==> src/rtl/i2c_master_core_if.sv <==
// Host-side request/response signals plus the open-drain pin controls of
// the single-master I2C core, bundled so the core and its user share one port.
interface i2c_master_core_if;
    logic       start;
    logic       rw;
    logic [6:0] addr;
    logic [7:0] wr_data;
    logic [7:0] num_bytes;
    logic [7:0] rd_data;
    logic       rd_valid;
    logic       busy;
    logic       done;
    logic       ack_err;
    logic       scl_oe;
    logic       sda_oe;
    logic       sda_i;

    // Side that issues requests and watches the results.
    modport master (
        output start, rw, addr, wr_data, num_bytes, sda_i,
        input  rd_data, rd_valid, busy, done, ack_err, scl_oe, sda_oe
    );

    // Side implemented by the I2C core itself.
    modport slave (
        input  start, rw, addr, wr_data, num_bytes, sda_i,
        output rd_data, rd_valid, busy, done, ack_err, scl_oe, sda_oe
    );
endinterface

==> src/rtl/i2c_master_core.sv <==
// Single-master I2C controller, 7-bit addressing: one-byte write or a read of
// 1..255 bytes. SCL/SDA are driven open-drain through scl_oe/sda_oe.
// Every bit spans four ticks: p0 SCL low + SDA update, p1 SCL release,
// p2 SCL high + SDA sample, p3 SCL pulled low again.
module i2c_master_core #(
    parameter int CLK_FREQ = 50000000,
    parameter int I2C_FREQ = 400000
) (
    input  logic               clk,
    input  logic               rst_n,
    i2c_master_core_if.slave   bus
);
    localparam int QRAW = CLK_FREQ / (4 * I2C_FREQ);
    localparam int Q    = (QRAW < 1) ? 1 : QRAW;
    localparam int QW   = (Q > 1) ? $clog2(Q) : 1;

    typedef enum logic [3:0] {
        IDLE, START, ADDR, ADDR_ACK, WRITE, WRITE_ACK, READ, MACK, STOP
    } state_t;

    state_t          state_q;
    logic [QW-1:0]   qcnt_q;
    logic [1:0]      ph_q;
    logic [2:0]      bit_q;
    logic [7:0]      shreg_q;
    logic [6:0]      addr_q;
    logic            rw_q;
    logic [7:0]      wr_data_q;
    logic [7:0]      left_q;
    logic            ackbit_q;
    logic [7:0]      rd_data_q;
    logic            rd_valid_q;
    logic            busy_q;
    logic            done_q;
    logic            ack_err_q;
    logic            scl_oe_q;
    logic            sda_oe_q;
    logic            tick;

    assign tick = busy_q && (qcnt_q == QW'(Q - 1));

    assign bus.rd_data  = rd_data_q;
    assign bus.rd_valid = rd_valid_q;
    assign bus.busy     = busy_q;
    assign bus.done     = done_q;
    assign bus.ack_err  = ack_err_q;
    assign bus.scl_oe   = scl_oe_q;
    assign bus.sda_oe   = sda_oe_q;

    // Quarter-bit timer: free-runs only while a transfer is in flight.
    always_ff @(posedge clk or negedge rst_n) begin
        if (!rst_n)
            qcnt_q <= '0;
        else if (!busy_q || tick)
            qcnt_q <= '0;
        else
            qcnt_q <= qcnt_q + QW'(1);
    end

    // Transfer sequencer with registered pin controls and status pulses.
    always_ff @(posedge clk or negedge rst_n) begin
        if (!rst_n) begin
            state_q    <= IDLE;
            ph_q       <= '0;
            bit_q      <= '0;
            shreg_q    <= '0;
            addr_q     <= '0;
            rw_q       <= 1'b0;
            wr_data_q  <= '0;
            left_q     <= '0;
            ackbit_q   <= 1'b0;
            rd_data_q  <= '0;
            rd_valid_q <= 1'b0;
            busy_q     <= 1'b0;
            done_q     <= 1'b0;
            ack_err_q  <= 1'b0;
            scl_oe_q   <= 1'b0;
            sda_oe_q   <= 1'b0;
        end else begin
            rd_valid_q <= 1'b0;
            done_q     <= 1'b0;
            case (state_q)
                IDLE: begin
                    scl_oe_q <= 1'b0;
                    sda_oe_q <= 1'b0;
                    if (bus.start) begin
                        addr_q    <= bus.addr;
                        rw_q      <= bus.rw;
                        wr_data_q <= bus.wr_data;
                        left_q    <= (bus.num_bytes == 8'd0) ? 8'd1 : bus.num_bytes;
                        busy_q    <= 1'b1;
                        ack_err_q <= 1'b0;
                        ph_q      <= '0;
                        state_q   <= START;
                    end
                end
                START: begin
                    // First tick: SDA falls under high SCL; second: SCL falls.
                    if (tick) begin
                        if (ph_q == 2'd0) begin
                            sda_oe_q <= 1'b1;
                            ph_q     <= 2'd1;
                        end else begin
                            scl_oe_q <= 1'b1;
                            ph_q     <= 2'd0;
                            bit_q    <= 3'd7;
                            shreg_q  <= {addr_q, rw_q};
                            state_q  <= ADDR;
                        end
                    end
                end
                default: begin
                    if (tick) begin
                        ph_q <= ph_q + 2'd1;
                        case (ph_q)
                            2'd0: begin
                                scl_oe_q <= 1'b1;
                                case (state_q)
                                    ADDR, WRITE: sda_oe_q <= ~shreg_q[7];
                                    MACK:        sda_oe_q <= (left_q != 8'd0);
                                    STOP:        sda_oe_q <= 1'b1;
                                    default:     sda_oe_q <= 1'b0;
                                endcase
                            end
                            2'd1: scl_oe_q <= 1'b0;
                            2'd2: begin
                                case (state_q)
                                    ADDR_ACK, WRITE_ACK: ackbit_q <= bus.sda_i;
                                    READ:    shreg_q  <= {shreg_q[6:0], bus.sda_i};
                                    STOP:    sda_oe_q <= 1'b0;
                                    default: ;
                                endcase
                            end
                            default: begin
                                // STOP leaves SCL released; every other bit ends with SCL low.
                                scl_oe_q <= (state_q != STOP);
                                case (state_q)
                                    ADDR, WRITE: begin
                                        shreg_q <= {shreg_q[6:0], 1'b0};
                                        bit_q   <= bit_q - 3'd1;
                                        if (bit_q == 3'd0)
                                            state_q <= (state_q == ADDR) ? ADDR_ACK : WRITE_ACK;
                                    end
                                    ADDR_ACK: begin
                                        bit_q <= 3'd7;
                                        if (ackbit_q) begin
                                            ack_err_q <= 1'b1;
                                            state_q   <= STOP;
                                        end else if (rw_q) begin
                                            state_q <= READ;
                                        end else begin
                                            shreg_q <= wr_data_q;
                                            state_q <= WRITE;
                                        end
                                    end
                                    WRITE_ACK: begin
                                        if (ackbit_q)
                                            ack_err_q <= 1'b1;
                                        state_q <= STOP;
                                    end
                                    READ: begin
                                        bit_q <= bit_q - 3'd1;
                                        if (bit_q == 3'd0) begin
                                            rd_data_q  <= shreg_q;
                                            rd_valid_q <= 1'b1;
                                            left_q     <= left_q - 8'd1;
                                            state_q    <= MACK;
                                        end
                                    end
                                    MACK: begin
                                        bit_q   <= 3'd7;
                                        state_q <= (left_q != 8'd0) ? READ : STOP;
                                    end
                                    default: begin
                                        busy_q  <= 1'b0;
                                        done_q  <= 1'b1;
                                        state_q <= IDLE;
                                    end
                                endcase
                            end
                        endcase
                    end
                end
            endcase
        end
    end
endmodule

==> src/flat_wrapper.sv <==
// flat-port wrapper written by rule: the top's interface ports become plain ports
module i2c_master_core_flat 
#(
    parameter int CLK_FREQ = 50000000,
    parameter int I2C_FREQ = 400000
)
  (clk, rst_n, bus_start, bus_rw, bus_addr, bus_wr_data, bus_num_bytes, bus_sda_i, bus_rd_data, bus_rd_valid, bus_busy, bus_done, bus_ack_err, bus_scl_oe, bus_sda_oe);
  i2c_master_core_if bus_i ();
  input  logic clk;
  input  logic rst_n;
  input wire logic [$bits(bus_i.start)-1:0] bus_start;
  input wire logic [$bits(bus_i.rw)-1:0] bus_rw;
  input wire logic [$bits(bus_i.addr)-1:0] bus_addr;
  input wire logic [$bits(bus_i.wr_data)-1:0] bus_wr_data;
  input wire logic [$bits(bus_i.num_bytes)-1:0] bus_num_bytes;
  input wire logic [$bits(bus_i.sda_i)-1:0] bus_sda_i;
  output wire logic [$bits(bus_i.rd_data)-1:0] bus_rd_data;
  output wire logic [$bits(bus_i.rd_valid)-1:0] bus_rd_valid;
  output wire logic [$bits(bus_i.busy)-1:0] bus_busy;
  output wire logic [$bits(bus_i.done)-1:0] bus_done;
  output wire logic [$bits(bus_i.ack_err)-1:0] bus_ack_err;
  output wire logic [$bits(bus_i.scl_oe)-1:0] bus_scl_oe;
  output wire logic [$bits(bus_i.sda_oe)-1:0] bus_sda_oe;
  assign bus_i.start = bus_start;
  assign bus_i.rw = bus_rw;
  assign bus_i.addr = bus_addr;
  assign bus_i.wr_data = bus_wr_data;
  assign bus_i.num_bytes = bus_num_bytes;
  assign bus_i.sda_i = bus_sda_i;
  assign bus_rd_data = bus_i.rd_data;
  assign bus_rd_valid = bus_i.rd_valid;
  assign bus_busy = bus_i.busy;
  assign bus_done = bus_i.done;
  assign bus_ack_err = bus_i.ack_err;
  assign bus_scl_oe = bus_i.scl_oe;
  assign bus_sda_oe = bus_i.sda_oe;
  i2c_master_core #(.CLK_FREQ(CLK_FREQ), .I2C_FREQ(I2C_FREQ)) u_core (.clk(clk), .rst_n(rst_n), .bus(bus_i));
endmodule
==> config.mk <==
export PLATFORM = sky130hd
export DESIGN_NAME = i2c_master_core_flat
export DESIGN_NICKNAME = d
export VERILOG_FILES = /design/src/rtl/i2c_master_core_if.sv /design/src/rtl/i2c_master_core.sv /design/src/flat_wrapper.sv
export SDC_FILE = /design/constraint.sdc
export NUM_CORES = 1
export LEC_CHECK = 0
export CORE_MARGIN = 3
export CORE_UTILIZATION = 55
export CTS_BUF_LIST = sky130_fd_sc_hd__clkbuf_8 sky130_fd_sc_hd__clkbuf_16
export DETAILED_ROUTE_END_ITERATION = 6
export PLACE_DENSITY = 0.79
export SLEW_MARGIN = 20
export SYNTH_ARGS = -nofsm -noshare
export SYNTH_HDL_FRONTEND = slang
export SYNTH_SLANG_ARGS = --single-unit
==> constraint.sdc <==
create_clock -name clk -period 2.64 [get_ports clk]
set_clock_uncertainty 0.05 [all_clocks]
set_input_delay 0.528 -clock clk [delete_from_list [all_inputs] [get_ports clk]]
set_output_delay 0.528 -clock clk [all_outputs]
set_load 0.01 [all_outputs]
# ---- Yosys cells after proc, flatten, opt, wreduce, memory -nomap -nowiden
# Index checks and enable logic that the tools add are counted.
dict set report word_totals {
  reg_bits 61
  in_bits 28
}
dict set report op_classes {
  n_mux 73
  add_sub_neg 4
  eq_ne 28
  n_bitwise 5
  n_reduce_logical 36
}
# operator n
set ops {}
lappend ops {{2-to-1 mux 8 bit} 12}
lappend ops {{one-hot mux 8 bit (2 select lines)} 4}
lappend ops {{2-to-1 mux 4 bit} 9}
lappend ops {{2-to-1 mux 1 bit} 26}
lappend ops {{one-hot mux 4 bit (5 select lines)} 1}
lappend ops {{AND reduction 5 bit} 4}
lappend ops {{== test 4 x 3 -> 1 bit, second input constant} 4}
lappend ops {{!= test 4 bit, second input constant} 4}
lappend ops {{2-to-1 mux 3 bit} 5}
lappend ops {{!= test 2 x 1 -> 1 bit, second input constant} 6}
lappend ops {{one-hot mux 3 bit (2 select lines)} 2}
lappend ops {{AND reduction 6 bit} 2}
lappend ops {{one-hot mux 1 bit (2 select lines)} 5}
lappend ops {{nonzero test 2 bit} 5}
lappend ops {{OR reduction 2 bit} 5}
lappend ops {{== test 4 x 2 -> 1 bit, second input constant} 2}
lappend ops {{zero test 8 bit} 1}
lappend ops {{2-to-1 mux 2 bit} 4}
lappend ops {{one-hot mux 4 bit (2 select lines)} 1}
lappend ops {{AND reduction 4 bit} 2}
lappend ops {{AND reduction 8 bit} 1}
lappend ops {{nonzero test 8 bit} 1}
lappend ops {{subtractor 8 x 1 -> 8 bit, second input constant} 1}
lappend ops {{AND reduction 7 bit} 1}
lappend ops {{30 further kinds} 38}

# ---- Longest topological paths before layout
# Gate-level depths: netlist of the first run.
dict set report logic_depth {
  ltp_word 7
  ltp_mapped 8
  depth_no_buf 7
}

# ---- Worst setup path after synthesis of the first run
# No wires, ideal clock.
dict set report synth_timing {
  path_type {reg-to-reg}
  start {register u_core.ph_q[0]}
  end {register u_core.shreg_q[0]}
  stages_incl_launch_ff 8
  t_required_ns 2.465
  period_less_slack_ns 2.150
  n_path_buf 1
  slack_ns 0.490
  arrival_time_ns 1.975
  path_cell_list {dfrtp_1 > inv_1 > ha_1 > nor4_4 > a211oi_1 > o211a_1 > buf_6 > mux2_4}
}
dict set report synth_between {
  elab_chain_cells 5
  word_cells_on_any_way 14
  cone_classes {7 x eq/ne; 3 x mux; 4 x reduce/logical}
}
# item line_no
set synth_lines {}
lappend synth_lines {{start: declaration} i2c_master_core.sv:23} ;# logic [1:0] ph_q;
lappend synth_lines {{start signal: assignment} i2c_master_core.sv:114} ;# ph_q <= ph_q + 2'd1;
lappend synth_lines {{== test 2 x 1 -> 1 bit or zero test 2 bit (tied branches)} {i2c_master_core.sv:115, i2c_master_core.sv:100}}
lappend synth_lines {{OR reduction 2 bit (no line)} n/a}
lappend synth_lines {{one-hot mux 8 bit (2 select lines)} i2c_master_core.sv:115} ;# case (ph_q)
lappend synth_lines {{2-to-1 mux 8 bit} i2c_master_core.sv:113} ;# if (tick) begin
lappend synth_lines {{one-hot mux 8 bit (2 select lines)} i2c_master_core.sv:82} ;# case (state_q)
lappend synth_lines {{end signal: assignment} i2c_master_core.sv:107} ;# shreg_q <= {addr_q, rw_q};
lappend synth_lines {{end signal: assignment} i2c_master_core.sv:129} ;# READ: shreg_q <= {shreg_q[6:0], bus.sda_i};
lappend synth_lines {{end signal: assignment} i2c_master_core.sv:139} ;# shreg_q <= {shreg_q[6:0], 1'b0};
lappend synth_lines {{end: declaration} i2c_master_core.sv:25} ;# logic [7:0] shreg_q;
# Parallel ways exist; a longest one is shown, timed or not. The select of a mux whose other input is x is not followed.
# A chain may end at the register's enable or synchronous reset.

# ---- Worst setup path in the final report of the first run
dict set report layout_timing {
  start {register u_core.ph_q[0]}
  end {register u_core.shreg_q[7]}
}
# Same word-level chain as after synthesis.

==> results_dict.tcl, run 1 <==
set metrics [dict create \
    worst_pin_slew_ns 0.630 \
    post_cts_resized 0 \
    insertedDiodeCount 0 \
    wl_per_cell_um 15.7 \
    fin_nets 399 \
    r2r_end "u_core.shreg_q[7]$_DFFE_PN0P_" \
    ys_seq_area_share_pct 46.7 \
    detail_route.vias_per_cell 5.69 \
    die_y_um 83.1 \
    seq_area_sq_um 1530 \
    syn_avg_cell_area_sq_um 10.5 \
    netlist_instances 313 \
    critPathKind "register to register" \
    cts_setup_buffers 0 \
    grt_pass1_wl_um 12200 \
    antenna_found_initial 0 \
    min_period_ns 2.26 \
    finalHoldViolCount 0 \
    reg2reg_slack_ns 0.38 \
    yosysTopAreaCellShare_pct 46.7 \
    die_w_um 83.1 \
    cp-endpoint "u_core.shreg_q[7]$_DFFE_PN0P_" \
    ys_ff_latch 61 \
    row_count 27 \
    drt-total-wl_um 6870 \
    clk_latency_ns 0.34 \
    finalPower_mw 1.78 \
    synth_warnings 0 \
    yosysTopAreaCell "dfrtp_1" \
    grt_start_max_net_pins 62 \
    grt_use_total_pct 22.0 \
    synthToLayoutAreaGrowth_pct 20.7 \
    slew_violations 0 \
    ys_types 51 \
    clkSinkCount 61 \
    htreeDepth 3 \
    ios 42 \
    drc 0 \
    critical_path_buf_inv_count 1 \
    place_congestion 0.891 \
    end_kind "register" \
    initial_core_util_pct 58.0 \
    ant_nets 0 \
    rsz0062_at_grt "false" \
    syn_area_sq_um 3270 \
    maxCapViolCount 0 \
    r2r_cells 7 \
    first_iter_violations 137 \
    async_flop_share_pct 100 \
    synth_flop_cell "dfrtp_1" \
    r2r_start "u_core.ph_q[0]$_DFFE_PN0P_" \
    cp_slowest_stage_delay_ns 0.45 \
    ir_drop_mv 0.372 \
    max_freq_ghz 0.442 \
    root_buffer "clkbuf_8" \
    drive_above_1_share_pct 12.6 \
    hold_buffers 0 \
    finalSetupViolCount 0 \
    critPathTopFamily "compound AO/OA/AOI/OAI gates" \
    cts.clk_slew.worst_paths_ns 0.07 \
    portBuffers 41 \
    powerDensity_nw_per_um2 450 \
    fin_tns_setup_ns 0 \
    crit_fanout 8 \
    fillers 432 \
    critPathSlowestCell "o211a_1" \
    cp-start-kind "register" \
    cts_inserted_buffers 9 \
    status "completed" \
    die-area_sq_um 6910 \
    crit_start "u_core.ph_q[0]$_DFFE_PN0P_" \
    grt_pass1_vias 2505 \
    worstSetupPathDepth 7 \
    clockBufferDepth 2 \
    synth_nets 351 \
    yosys-top-cells-area "dfrtp_1 (47%), mux2_1 (8.9%), a21oi_1 (4.4%)" \
    overflow 0 \
    min_path_type "input pin to async pin" \
    hpwl_um 5010 \
    period_share_pct 85.6 \
    cts_tree "built" \
    p_leak_nw 1.82 \
    synth_edf_count 0 \
    path_cells "inv_1 -> ha_1 -> and2b_2 -> nor2_1 -> a211oi_1 -> o211a_1 -> mux2_4" \
    multiInputGateArea_sq_um 1620 \
    drt-pass1-iter-count 4 \
    cp.required_ns 2.80 \
    slew_headroom_pct 57.7 \
    cp_data_arrival_time_ns 2.43 \
    fp.coreArea_sq_um 5640 \
    vias 2486 \
]
## Yosys cell counts, types with 5 or more instances
library cell and count:
a21oi_1 29, clkbuf_1 5, dfrtp_1 61, ha_1 10
inv_1 10, mux2_1 26, mux2_4 8, mux2i_1 7
nand2_1 19, nand2b_1 6, nand3_1 11, nor2_1 29
nor3_1 8, o21ai_0 9, o21ai_1 6
## registers in the layout, summed over array words and instances (netlist names)
register / count
u_core.left_q: 8
u_core.addr_q: 7
u_core.bit_q: 3
u_core.bus.scl_oe: 1
u_core.ph_q: 2
u_core.rw_q: 1
u_core.state_q: 4
u_core.bus.busy: 1
u_core.wr_data_q: 8
u_core.bus.sda_oe: 1
u_core.bus.ack_err: 1
u_core.bus.rd_valid: 1
u_core.shreg_q: 8
u_core.bus.done: 1
u_core.ackbit_q: 1
u_core.bus.rd_data: 8
u_core.qcnt_q: 5
## worst min-delay path by stage
stage	slack, ns	startpoint	end	cells after the start
6_report	0.14	rst_n	u_core.shreg_q[2]$_DFFE_PN0P_	2
3_5_place_dp	0.42	u_core.bit_q[0]$_DFFE_PN0P_	u_core.bit_q[0]$_DFFE_PN0P_	1
5_1_grt	0.16	rst_n	u_core.addr_q[5]$_DFFE_PN0P_	2
2_1_floorplan	0.18	rst_n	u_core.ackbit_q$_DFFE_PN0P_	0
4_1_cts	0.15	rst_n	u_core.bus.rd_valid$_DFF_PN0_	2
3_3_place_gp	0.41	u_core.bit_q[0]$_DFFE_PN0P_	u_core.bit_q[0]$_DFFE_PN0P_	1
## worst reg2reg max path: cells and delay by family (launching register included)
family                   cells  cell delay, ns
multiplexers                 1            0.34
AND/OR/NAND/NOR              2            0.30
buffers and inverters        1            0.09
flip-flops                   1            0.44
AO/OA/AOI/OAI                2            0.65
adder cells (fa/ha/maj)      1            0.26
## cell usage in the layout, fill, tap and decap left out, drive strengths merged, types with 3 or more instances in the layout
cell,instances
or3,3
a31oi,4
o21ai,16
nor3,9
nand2b,6
nand4,4
clkbuf,9
mux2i,7
clkdlybuf4s50,40
mux2,34
inv,12
nand3,11
nor4,6
nand2,21
nor2b,3
a21oi,29
ha,10
nor2,30
buf,11
dfrtp,61
o211ai,3
clkinv,3
## final cells by class
cell class / instances / area share [%]
Inverter: 11 / 1.05
Tap cell: 72 / 2.28
Clock inverter: 6 / 1.43
Sequential cell: 61 / 38.7
Multi-Input combinational cell: 227 / 41.0
Timing Repair Buffer: 51 / 12.5
Clock buffer: 9 / 3.14
## power by group
group | internal (mW) | switching [mW] | leakage [nW]
registers | 0.935 | 0 | 0.827
clock network | 0.422 | 0.356 | 0.0960
logic | 0.0382 | 0.0265 | 0.900
total | 1.39 | 0.383 | 1.82
## metal layers
| metal | part of all wire, % | track usage [%] | routed length, um | up-vias |
|---|---|---|---|---|
| li1 | - | - | - | 1223 |
| met1 | 46 | 28.7 | 3160 | 1210 |
| met2 | 49 | 36.2 | 3360 | 47 |
| met3 | 4.1 | 5.36 | 285 | 6 |
| met4 | 0.90 | 6.84 | 62 | 0 |
| met5 | 0 | 0 | 0 | - |
## logic make-up (layout without fill, tap and decap cells)
family | Yosys count | in the layout | synth area share, %
compound gates | 71 | 71 | 13.2
fa+ha+maj | 10 | 10 | 3.82
xor+xnor | 4 | 4 | 1.07
flops | 61 | 61 | 46.7
simple gates | 101 | 101 | 16.6
buf+inv | 25 | 77 | 3.94
mux | 41 | 41 | 14.8
## stage by stage
| step | worst slack, ns | utilization, % | std cells | area (sq um) | hold WS [ns] |
|---|---|---|---|---|---|
| final | 0.380 | 70.0 | 437 | 3950 | 0.144 |
| after global routing | 0.165 | 70.0 | 437 | 3950 | 0.157 |
| after CTS | 0.390 | 70.0 | 437 | 3950 | 0.149 |
| after detailed placement | 0.364 | 66.8 | 422 | 3770 | 0.418 |
| after global placement | 0.417 | 66.8 | 422 | 3770 | 0.407 |
| after floorplan | 0.490 | - | 313 | 3270 | 0.182 |
No activity file was read; power rests on OpenSTA's default activity.
==> run 2: changes to the inputs <==
--- a/config.mk
+++ b/config.mk
@@ -9,7 +9,7 @@
 export CORE_UTILIZATION = 55
 export CTS_BUF_LIST = sky130_fd_sc_hd__clkbuf_8 sky130_fd_sc_hd__clkbuf_16
 export DETAILED_ROUTE_END_ITERATION = 6
-export PLACE_DENSITY = 0.79
+export PLACE_DENSITY = 0.84
 export SLEW_MARGIN = 20
 export SYNTH_ARGS = -nofsm -noshare
 export SYNTH_HDL_FRONTEND = slang
==> run 2 against run 1 <==
The flow now finishes with violations (DRC); power grew 6.9%; combinational power is essentially flat; sequential power about the same; sequential cell count unchanged; largest cell class unchanged; critical endpoint is now u_core.shreg_q[2]$_DFFE_PN0P_; wire length rose by 3.2%; largest power group unchanged.
==> results_dict.tcl, run 2 (same netlist as run 1, synthesis figures left out) <==
set metrics [dict create \
    status "finished, violations left" \
    violations "DRC" \
    finalSetupViolCount 0 \
    setup_slack_ns 0.303 \
    post_cts_resized 0 \
    min_period_ns 2.34 \
    period_share_pct 88.5 \
    ant_nets 0 \
    p_leak_nw 1.84 \
    overflow 0 \
    cp.required_ns 2.82 \
    hold_buffers 0 \
    drt-total-wl_um 7090 \
    antenna_found_initial 0 \
    die_y_um 83.1 \
    p_int_mw 1.50 \
    grt_pass1_vias 2548 \
    powerDensity_nw_per_um2 476 \
    clk_latency_ns 0.35 \
    worst_pin_slew_ns 0.700 \
    min_path_type "input pin to async pin" \
    htreeDepth 3 \
    place_congestion 0.880 \
    portBuffers 41 \
    slew_violations 0 \
    synthToLayoutAreaGrowth_pct 21.9 \
    clockBufferDepth 2 \
    drt-pass1-iter-count 7 \
    seq_power_share_pct 49.2 \
    pwr-share-comb_pct 3.4 \
    finalInstanceArea_sq_um 3990 \
    root_buffer "clkbuf_8" \
    utilization_pct 70.7 \
    reg2reg_slack_ns 0.30 \
    cp_slowest_stage_delay_ns 0.75 \
    critPathSlowestCell "dfrtp_1" \
    finalHoldViolCount 0 \
    cts.clk_slew.worst_paths_ns 0.07 \
    path_cells "or3_2 -> nor2_1 -> a211oi_1 -> o211a_1 -> mux2_4" \
    ir_drop_mv 0.477 \
    drive_above_1_share_pct 13.4 \
    r2r_start "u_core.state_q[3]$_DFFE_PN0P_" \
    vias 2577 \
    dp_slack_ns 0.379 \
    die-area_sq_um 6910 \
    grt_pass1_wl_um 12300 \
    slew_headroom_pct 53.3 \
    layout_commonest_cell "dfrtp_1" \
    p_sw_share_pct 21.2 \
    cts_tree "built" \
    fin_tns_setup_ns 0 \
    drc 1 \
    cts_setup_buffers 0 \
    ios 42 \
    cts_inserted_buffers 9 \
    cp_data_arrival_time_ns 2.52 \
    crit_fanout 16 \
    fin_hold_ws_ns 0.171 \
    end_kind "register" \
    maxCapViolCount 0 \
    mostFrequentLayoutCells "dfrtp_1 (61), clkdlybuf4s50_1 (40), nor2_1 (29), a21oi_1 (29), mux2_1 (26)" \
    rsz0062_at_grt "false" \
    first_iter_violations 164 \
    max_freq_ghz 0.428 \
    r2r_end "u_core.shreg_q[2]$_DFFE_PN0P_" \
    hpwl_um 5020 \
    die_w_um 83.1 \
    cp-start-kind "register" \
    clkSinkCount 61 \
    grt_start_max_net_pins 32 \
    p_switching_mw 0.403 \
    wl_per_cell_um 16.1 \
    grt_use_total_pct 22.3 \
    detail_route.vias_per_cell 5.87 \
    initial_core_util_pct 58.0 \
    insertedDiodeCount 0 \
    clkPwrFrac_pct 47.4 \
    row_count 27 \
    r2r_cells 5 \
    fp.coreArea_sq_um 5640 \
    place_area_sq_um 3770 \
    critPathKind "register to register" \
    fin_nets 400 \
]
==> run 2: final cells by class <==
class                      instances  area (sq um)
fill                             410          1650
multi-input combinational        227          1620
sequential                        61          1530
timing repair buffer              52           500
clock buffer                       9           124
clock inverter                     7          90.1
tap                               72          90.1
inverter                          11          41.3
==> run 2: stage by stage <==
| stage | power (mW) | std cells |
|---|---|---|
| floorplan | 0.954 | 313 |
| global placement | 1.02 | 423 |
| detailed placement | 1.02 | 423 |
| CTS | 1.91 | 439 |
| global route | 1.97 | 439 |
| finish | 1.90 | 439 |
==> run 2: worst max-delay path by stage <==
stage / cells past startpoint / slack, ns / to / from
floorplan: 7 / 0.49 / u_core.shreg_q[0]$_DFFE_PN0P_ / u_core.ph_q[0]$_DFFE_PN0P_
global placement: 5 / 0.44 / u_core.shreg_q[6]$_DFFE_PN0P_ / u_core.state_q[3]$_DFFE_PN0P_
detailed placement: 7 / 0.38 / u_core.shreg_q[2]$_DFFE_PN0P_ / u_core.ph_q[0]$_DFFE_PN0P_
CTS: 7 / 0.35 / u_core.shreg_q[2]$_DFFE_PN0P_ / u_core.ph_q[0]$_DFFE_PN0P_
global route: 7 / 0.26 / u_core.left_q[2]$_DFFE_PN0P_ / u_core.state_q[3]$_DFFE_PN0P_
finish: 5 / 0.30 / u_core.shreg_q[2]$_DFFE_PN0P_ / u_core.state_q[3]$_DFFE_PN0P_
==> run 2: power groups by stage <==
stage / Clock, mW / Sequential [mW] / Combinational, mW
after floorplan: 0 / 0.952 / 0.00196
after global routing: 0.968 / 0.934 / 0.0716
after detailed placement: 0 / 0.952 / 0.0664
after global placement: 0 / 0.952 / 0.0659
after CTS: 0.914 / 0.934 / 0.0668
final: 0.901 / 0.934 / 0.0646
==> run 2: routing by layer <==
layer	share of wire, %	track usage [%]	vias up
li1	-	-	1227
met1	45	30.1	1239
met2	46	33.5	88
met3	6.4	7.74	23
met4	2.3	7.88	0
met5	0	0	-
==> run 2: worst max-delay path: cells and delay by family, from the launching register on <==
family           cells  cell delay [ns]
flip-flops           1             0.75
AO/OA/AOI/OAI        2             0.69
AND/OR/NAND/NOR      2             0.37
multiplexers         1             0.35
==> run 3: changes to the inputs <==
--- a/config.mk
+++ b/config.mk
@@ -5,11 +5,13 @@
 export SDC_FILE = /design/constraint.sdc
 export NUM_CORES = 1
 export LEC_CHECK = 0
+export CAP_MARGIN = 5
 export CORE_MARGIN = 3
 export CORE_UTILIZATION = 55
 export CTS_BUF_LIST = sky130_fd_sc_hd__clkbuf_8 sky130_fd_sc_hd__clkbuf_16
 export DETAILED_ROUTE_END_ITERATION = 6
 export PLACE_DENSITY = 0.84
+export SETUP_SLACK_MARGIN = 0.15
 export SLEW_MARGIN = 20
 export SYNTH_ARGS = -nofsm -noshare
 export SYNTH_HDL_FRONTEND = slang
==> results of run 3 <==
No change in the layout: final DEF, timing and power equal those of run 2.
